### config.mk
export PLATFORM = sky130hd
export DESIGN_NAME = am_envelope_detector
export DESIGN_NICKNAME = d
export VERILOG_FILES = /design/src/rtl/am_envelope_detector.sv
export SDC_FILE = /design/constraint.sdc
export NUM_CORES = 1
export LEC_CHECK = 0
export ABC_AREA = 0
export BUFFER_PORTS_ARGS = -buffer_cell sky130_fd_sc_hd__buf_2
export CORE_MARGIN = 4
export CORE_UTILIZATION = 60
export CTS_CLUSTER_DIAMETER = 100
export CTS_CLUSTER_SIZE = 24
export DETAILED_ROUTE_END_ITERATION = 10
export MAX_ROUTING_LAYER = met4
export PLACE_DENSITY = 0.88
export SLEW_MARGIN = 10
export SYNTH_ARGS = -nofsm -noshare
export SYNTH_HDL_FRONTEND = slang
export SYNTH_SLANG_ARGS = --single-unit
### constraint.sdc
create_clock -name clk -period 5 [get_ports clk]
set_clock_uncertainty 0.15 [all_clocks]
set_input_delay 0 -clock clk [delete_from_list [all_inputs] [get_ports clk]]
set_output_delay 0 -clock clk [all_outputs]
set_load 0.02 [all_outputs]
### src/rtl/am_envelope_detector.sv
// AM envelope front end: offset-binary to signed, leaky-integrator DC removal, rectify, gain, saturate.
// Optional build macro SQUARE_LAW_EN selects square-law rectification instead of full-wave abs.
module am_envelope_detector #(
    parameter int unsigned DC_SHIFT   = 4,
    parameter int unsigned GAIN_SHIFT = 7,
    parameter int unsigned WARMUP_LOG = 5,
    parameter int unsigned OVL_THRESH = 120,
    parameter int unsigned OVL_COUNT  = 8
) (
    input  logic        clk,
    input  logic        rst,
    input  logic [7:0]  adc_data,
    input  logic        adc_valid,
    input  logic        ovl_clr,
    output logic [15:0] env_data,
    output logic        env_valid,
    output logic        ovl_flag,
    output logic        warm
);

    localparam int unsigned ACC_W   = 9 + DC_SHIFT;
    localparam int unsigned OVL_W   = $clog2(OVL_COUNT + 1);
    localparam int unsigned WARM_N  = 2 ** WARMUP_LOG;
    localparam logic [15:0] ENV_MAX = 16'h7FFF;

    typedef enum logic {WARMUP, RUN} state_t;

    // S1: sign conversion
    logic signed [7:0] x1;
    logic              v1;

    always_ff @(posedge clk or posedge rst) begin
        if (rst) begin
            x1 <= '0;
            v1 <= 1'b0;
        end else begin
            v1 <= adc_valid;
            if (adc_valid) begin
                x1 <= $signed({~adc_data[7], adc_data[6:0]});
            end
        end
    end

    // Overload run detector on S1 samples; |-128| is 128, so widen before negating
    logic signed [8:0] x1_ext;
    logic [8:0]        x1_mag;
    logic              ovl_hit;
    logic [OVL_W-1:0]  ovl_cnt;
    logic [OVL_W-1:0]  ovl_cnt_nxt;
    logic              ovl_set;

    assign x1_ext  = 9'(x1);
    assign x1_mag  = x1_ext[8] ? 9'(-x1_ext) : x1_ext;
    assign ovl_hit = (x1_mag >= 9'(OVL_THRESH));

    always_comb begin
        ovl_cnt_nxt = ovl_cnt;
        if (v1) begin
            if (!ovl_hit) begin
                ovl_cnt_nxt = '0;
            end else if (ovl_cnt != OVL_W'(OVL_COUNT)) begin
                ovl_cnt_nxt = ovl_cnt + OVL_W'(1);
            end
        end
    end

    assign ovl_set = v1 && ovl_hit && (ovl_cnt_nxt == OVL_W'(OVL_COUNT));

    always_ff @(posedge clk or posedge rst) begin
        if (rst) begin
            ovl_cnt  <= '0;
            ovl_flag <= 1'b0;
        end else begin
            ovl_cnt <= ovl_cnt_nxt;
            if (ovl_set) begin
                ovl_flag <= 1'b1;
            end else if (ovl_clr) begin
                ovl_flag <= 1'b0;
            end
        end
    end

    // S2: DC removal; acc tracks 2^DC_SHIFT times the running mean
    logic signed [ACC_W-1:0] acc;
    logic signed [8:0]       dc;
    logic signed [8:0]       ac_nxt;
    logic signed [8:0]       ac2;
    logic                    v2;

    assign dc     = 9'(acc >>> DC_SHIFT);
    assign ac_nxt = 9'(x1) - dc;

    always_ff @(posedge clk or posedge rst) begin
        if (rst) begin
            acc <= '0;
            ac2 <= '0;
            v2  <= 1'b0;
        end else begin
            v2 <= v1;
            if (v1) begin
                ac2 <= ac_nxt;
                acc <= acc + ACC_W'(ac_nxt);
            end
        end
    end

    // S3: rectify and saturate to the positive 16-bit range
    logic [8:0]  mag;
    logic [15:0] shaped;

    assign mag = ac2[8] ? 9'(-ac2) : 9'(ac2);

`ifdef SQUARE_LAW_EN
    logic [17:0] sq;
    assign sq     = 18'(mag) * 18'(mag);
    assign shaped = (sq > 18'(ENV_MAX)) ? ENV_MAX : sq[15:0];
`else
    logic [31:0] scaled;
    assign scaled = 32'(mag) << GAIN_SHIFT;
    assign shaped = (scaled > 32'(ENV_MAX)) ? ENV_MAX : scaled[15:0];
`endif

    state_t                state;
    state_t                state_nxt;
    logic [WARMUP_LOG-1:0] warm_cnt;
    logic [15:0]           env_nxt;

    always_comb begin
        state_nxt = state;
        env_nxt   = env_data;
        case (state)
            WARMUP: begin
                if (v2) begin
                    env_nxt = '0;
                    if (warm_cnt == WARMUP_LOG'(WARM_N - 1)) begin
                        state_nxt = RUN;
                    end
                end
            end
            RUN: begin
                if (v2) begin
                    env_nxt = shaped;
                end
            end
            default: state_nxt = WARMUP;
        endcase
    end

    always_ff @(posedge clk or posedge rst) begin
        if (rst) begin
            state     <= WARMUP;
            warm_cnt  <= '0;
            env_data  <= '0;
            env_valid <= 1'b0;
            warm      <= 1'b0;
        end else begin
            state     <= state_nxt;
            env_data  <= env_nxt;
            env_valid <= v2;
            warm      <= (state_nxt == RUN);
            if (v2 && state == WARMUP) begin
                warm_cnt <= warm_cnt + WARMUP_LOG'(1);
            end
        end
    end

endmodule

==> flow_summary.toml <==
[detailed_routing]
vias = 2624
drc = 0
totalWireLength_mm = 7.22
avgViaCountPerCell = 5.91
detail-route-antenna-nets = 0
first_pass_iters = 4
wire_per_inst_um = 16.3
dr.first_iter.drc_count = 137

[yosys]
ys_ff_latch = 53
synth-edff-count = 0
synthSimpleGateAreaFrac = 0.0937
synthTopCellsByArea = "dfrtp_1 40%, ha_1 10%, mux2_2 5.8%, xnor2_1 4.0%, inv_1 3.7%"
syn_avg_cell_area_um2 = 9.98
synth_compound_area_frac = 0.167
syn-cell-area_um2 = 3280
synth-adder-area-share = 0.115
synth_fp_nets = 370
synthMuxAreaShare = 0.0796
yosys.area.top_type = "dfrtp_1"
synth_xor_xnor_area_share = 0.0747
yosysSeqAreaShare = 0.404
synth_top_family_by_area = "compound AO/OA/AOI/OAI gates"
async_reset_ff_frac = 1.00
yosys_warnings = 0
postSynthCellCount = 329
synth_ff_type = "dfrtp_1"
synth.distinct_cells = 46
synth_top_area_frac = 0.404

[worst_setup_path]
r2r_start = "x1[0]"
arrival_ns = 4.10
reg2reg_slack_ns = 0.96
required_ns = 5.06
critical_path.max_stage_delay_ns = 0.51
critical_path.slowest_cell = "a2111oi_0"
r2r_cells = 14
cp_max_fo = 7
worstPathCellList = "inv_1, ha_1, inv_1, fa_1, a211oi_1, o21ai_0, a31oi_1, xnor2_1, ha_1, a2111oi_0, o2111ai_1, a31oi_1, mux2i_1, xnor2_1"
startpoint_type = "flip-flop"
timing.rr.end = "acc[12]"
endpoint_kind = "flip-flop"
critPathKind = "reg2reg"

[global_routing]
grt_pass1_wl_mm = 11.8
grt.total_usage = 0.238
antenna_found_initial = 0
grt_pass1_vias = 2645
grt_max_degree = 54
grt_overflow = 0

[sta]
fmax_ghz = 0.247
finalHoldViolCount = 0
fin_setup_tns_ns = 0
tightest_slew_ns = 1.07
relSlewSlack = 0.286
period_share = 0.808
timing.final.crit_period_ns = 4.04
setup_viol = 0
slew_violations = 0
rsz0062_at_grt = "no"

[clock_tree]
htreeDepth = 2
cts_buffer_depth = 2
clock_latency_ns = 0.31
clockRootBuffer = "clkbuf_8"
cts_buffers = 5
postCtsSetupRepairBufs = 0
path_clk_slew_ns = 0.10
ctsHoldBuffers = 21
cts_sinks = 53
cts.repair.resized = 0
cts_tree = "built"

[run_status]
outcome = "finished clean"

[place]
gp_congestion = 0.906
dp_hpwl_mm = 4.77
io_buffers = 29

[floorplan]
start_util = 0.631
core-area_um2 = 5200
fp.dieW_um = 82.0
chipHeight_um = 82.0
fp.dieArea_um2 = 6720
num_rows = 26
ios = 31

[worst_hold_path]
hold_class = "reg2reg"
min_path_cells = 1
min_from = "warm_cnt[3]"
holdPathEnd = "warm_cnt[3]"

[finish]
syn2layout_area_growth_pct = 13.5
drive_above_1_share = 0.158
nNetsFinal = 414
fill_cells = 349
antennaDiodeCount = 0

[run]
maxCapViolations = 0
==> stage by stage <==
| stage | hold WS [ns] | util | instance area (um2) | setup WS [ns] | instances |
|---|---|---|---|---|---|
| after floorplan | -0.119 | - | 3280 | 1.51 | 329 |
| after global placement | 0.0242 | 0.659 | 3430 | 1.24 | 415 |
| after detailed placement | 0.0365 | 0.659 | 3430 | 1.13 | 415 |
| after CTS | 0.258 | 0.716 | 3730 | 1.10 | 444 |
| after global routing | 0.332 | 0.716 | 3730 | 0.656 | 444 |
| final | 0.317 | 0.716 | 3730 | 0.959 | 444 |
==> routing by layer <==
| metal | track usage | part of all wire |
|---|---|---|
| met1 | 0.264 | 0.40 |
| met2 | 0.398 | 0.50 |
| met3 | 0.0504 | 0.067 |
| met4 | 0.131 | 0.039 |
| met5 | - | 0 |
==> critical path, delay by kind of cell, from the launching register on <==
kind | cells | cell delay [ns]
compound gates | 6 | 1.66
fa+ha+maj | 3 | 0.95
xor+xnor | 2 | 0.48
flops | 1 | 0.41
buf+inv | 2 | 0.16
mux | 1 | 0.11
==> cells in the final DEF, fill, tap and decap left out, drive strengths merged, types with 3 or more instances in the layout <==
cell type,synthesis,final
a211oi,3,3
a21o,7,7
a21oi,18,18
a31oi,6,6
buf,12,30
clkbuf,2,6
dfrtp,53,53
dlygate4sd3,0,21
ha,27,27
inv,32,32
mux2,17,17
mux2i,7,7
nand2,23,23
nand2b,6,6
nand3,4,4
nor2,16,16
nor2b,5,5
nor3,3,3
o21a,3,3
o21ai,22,22
o221ai,8,8
xnor2,15,15
xor2,13,13
==> Yosys cell counts, types with 7 or more instances <==
cell and instances:
a21o_1 7, a21oi_1 18, nand2_1 23, mux2i_1 7, nor2_1 15, mux2_2 17, o21ai_0 21, inv_1 32
dfrtp_1 53, buf_4 9, xnor2_1 15, xor2_1 13, o221ai_1 8, ha_1 27
==> worst max-delay path by stage <==
stage | from | cells past startpoint | to
6_report | x1[0] | 14 | acc[12]
5_1_grt | x1[0] | 14 | acc[12]
4_1_cts | x1[0] | 14 | acc[12]
3_5_place_dp | x1[0] | 14 | acc[12]
3_3_place_gp | x1[0] | 14 | acc[12]
2_1_floorplan | x1[0] | 14 | acc[12]
==> registers in the layout (all words and copies together), names as in the netlist <==
register / count
v1: 1
v2: 1
x1: 8
ovl_cnt: 4
env_data: 9
ac2: 9
warm_cnt: 5
env_valid: 1
ovl_flag: 1
state: 1
acc: 13
==> layout make-up <==
type	instances	area, um2	share of cell area
multi-input cells	230	1740	0.468
flip-flops and latches	53	1330	0.356
repair buffers	51	363	0.0973
inverters	32	120	0.0322
well taps	70	87.6	0.0235
clock buffers	6	72.6	0.0195
clock inverters	2	15.0	0.00403
==> cell families (layout without fill, tap and decap cells) <==
kind of cell | Yosys count | in the layout
muxes | 24 | 24
adders and majority gates | 29 | 29
buffers and inverters | 46 | 91
DFF | 53 | 53
AOI/OAI and AO/OA | 84 | 84
and+or+nand+nor | 64 | 64
other | 1 | 1
xor gates and xnor gates | 28 | 28
Power is left out: the tool's default activity adds up to more than one toggle a clock period on the data nets, which glitch-free logic cannot reach.
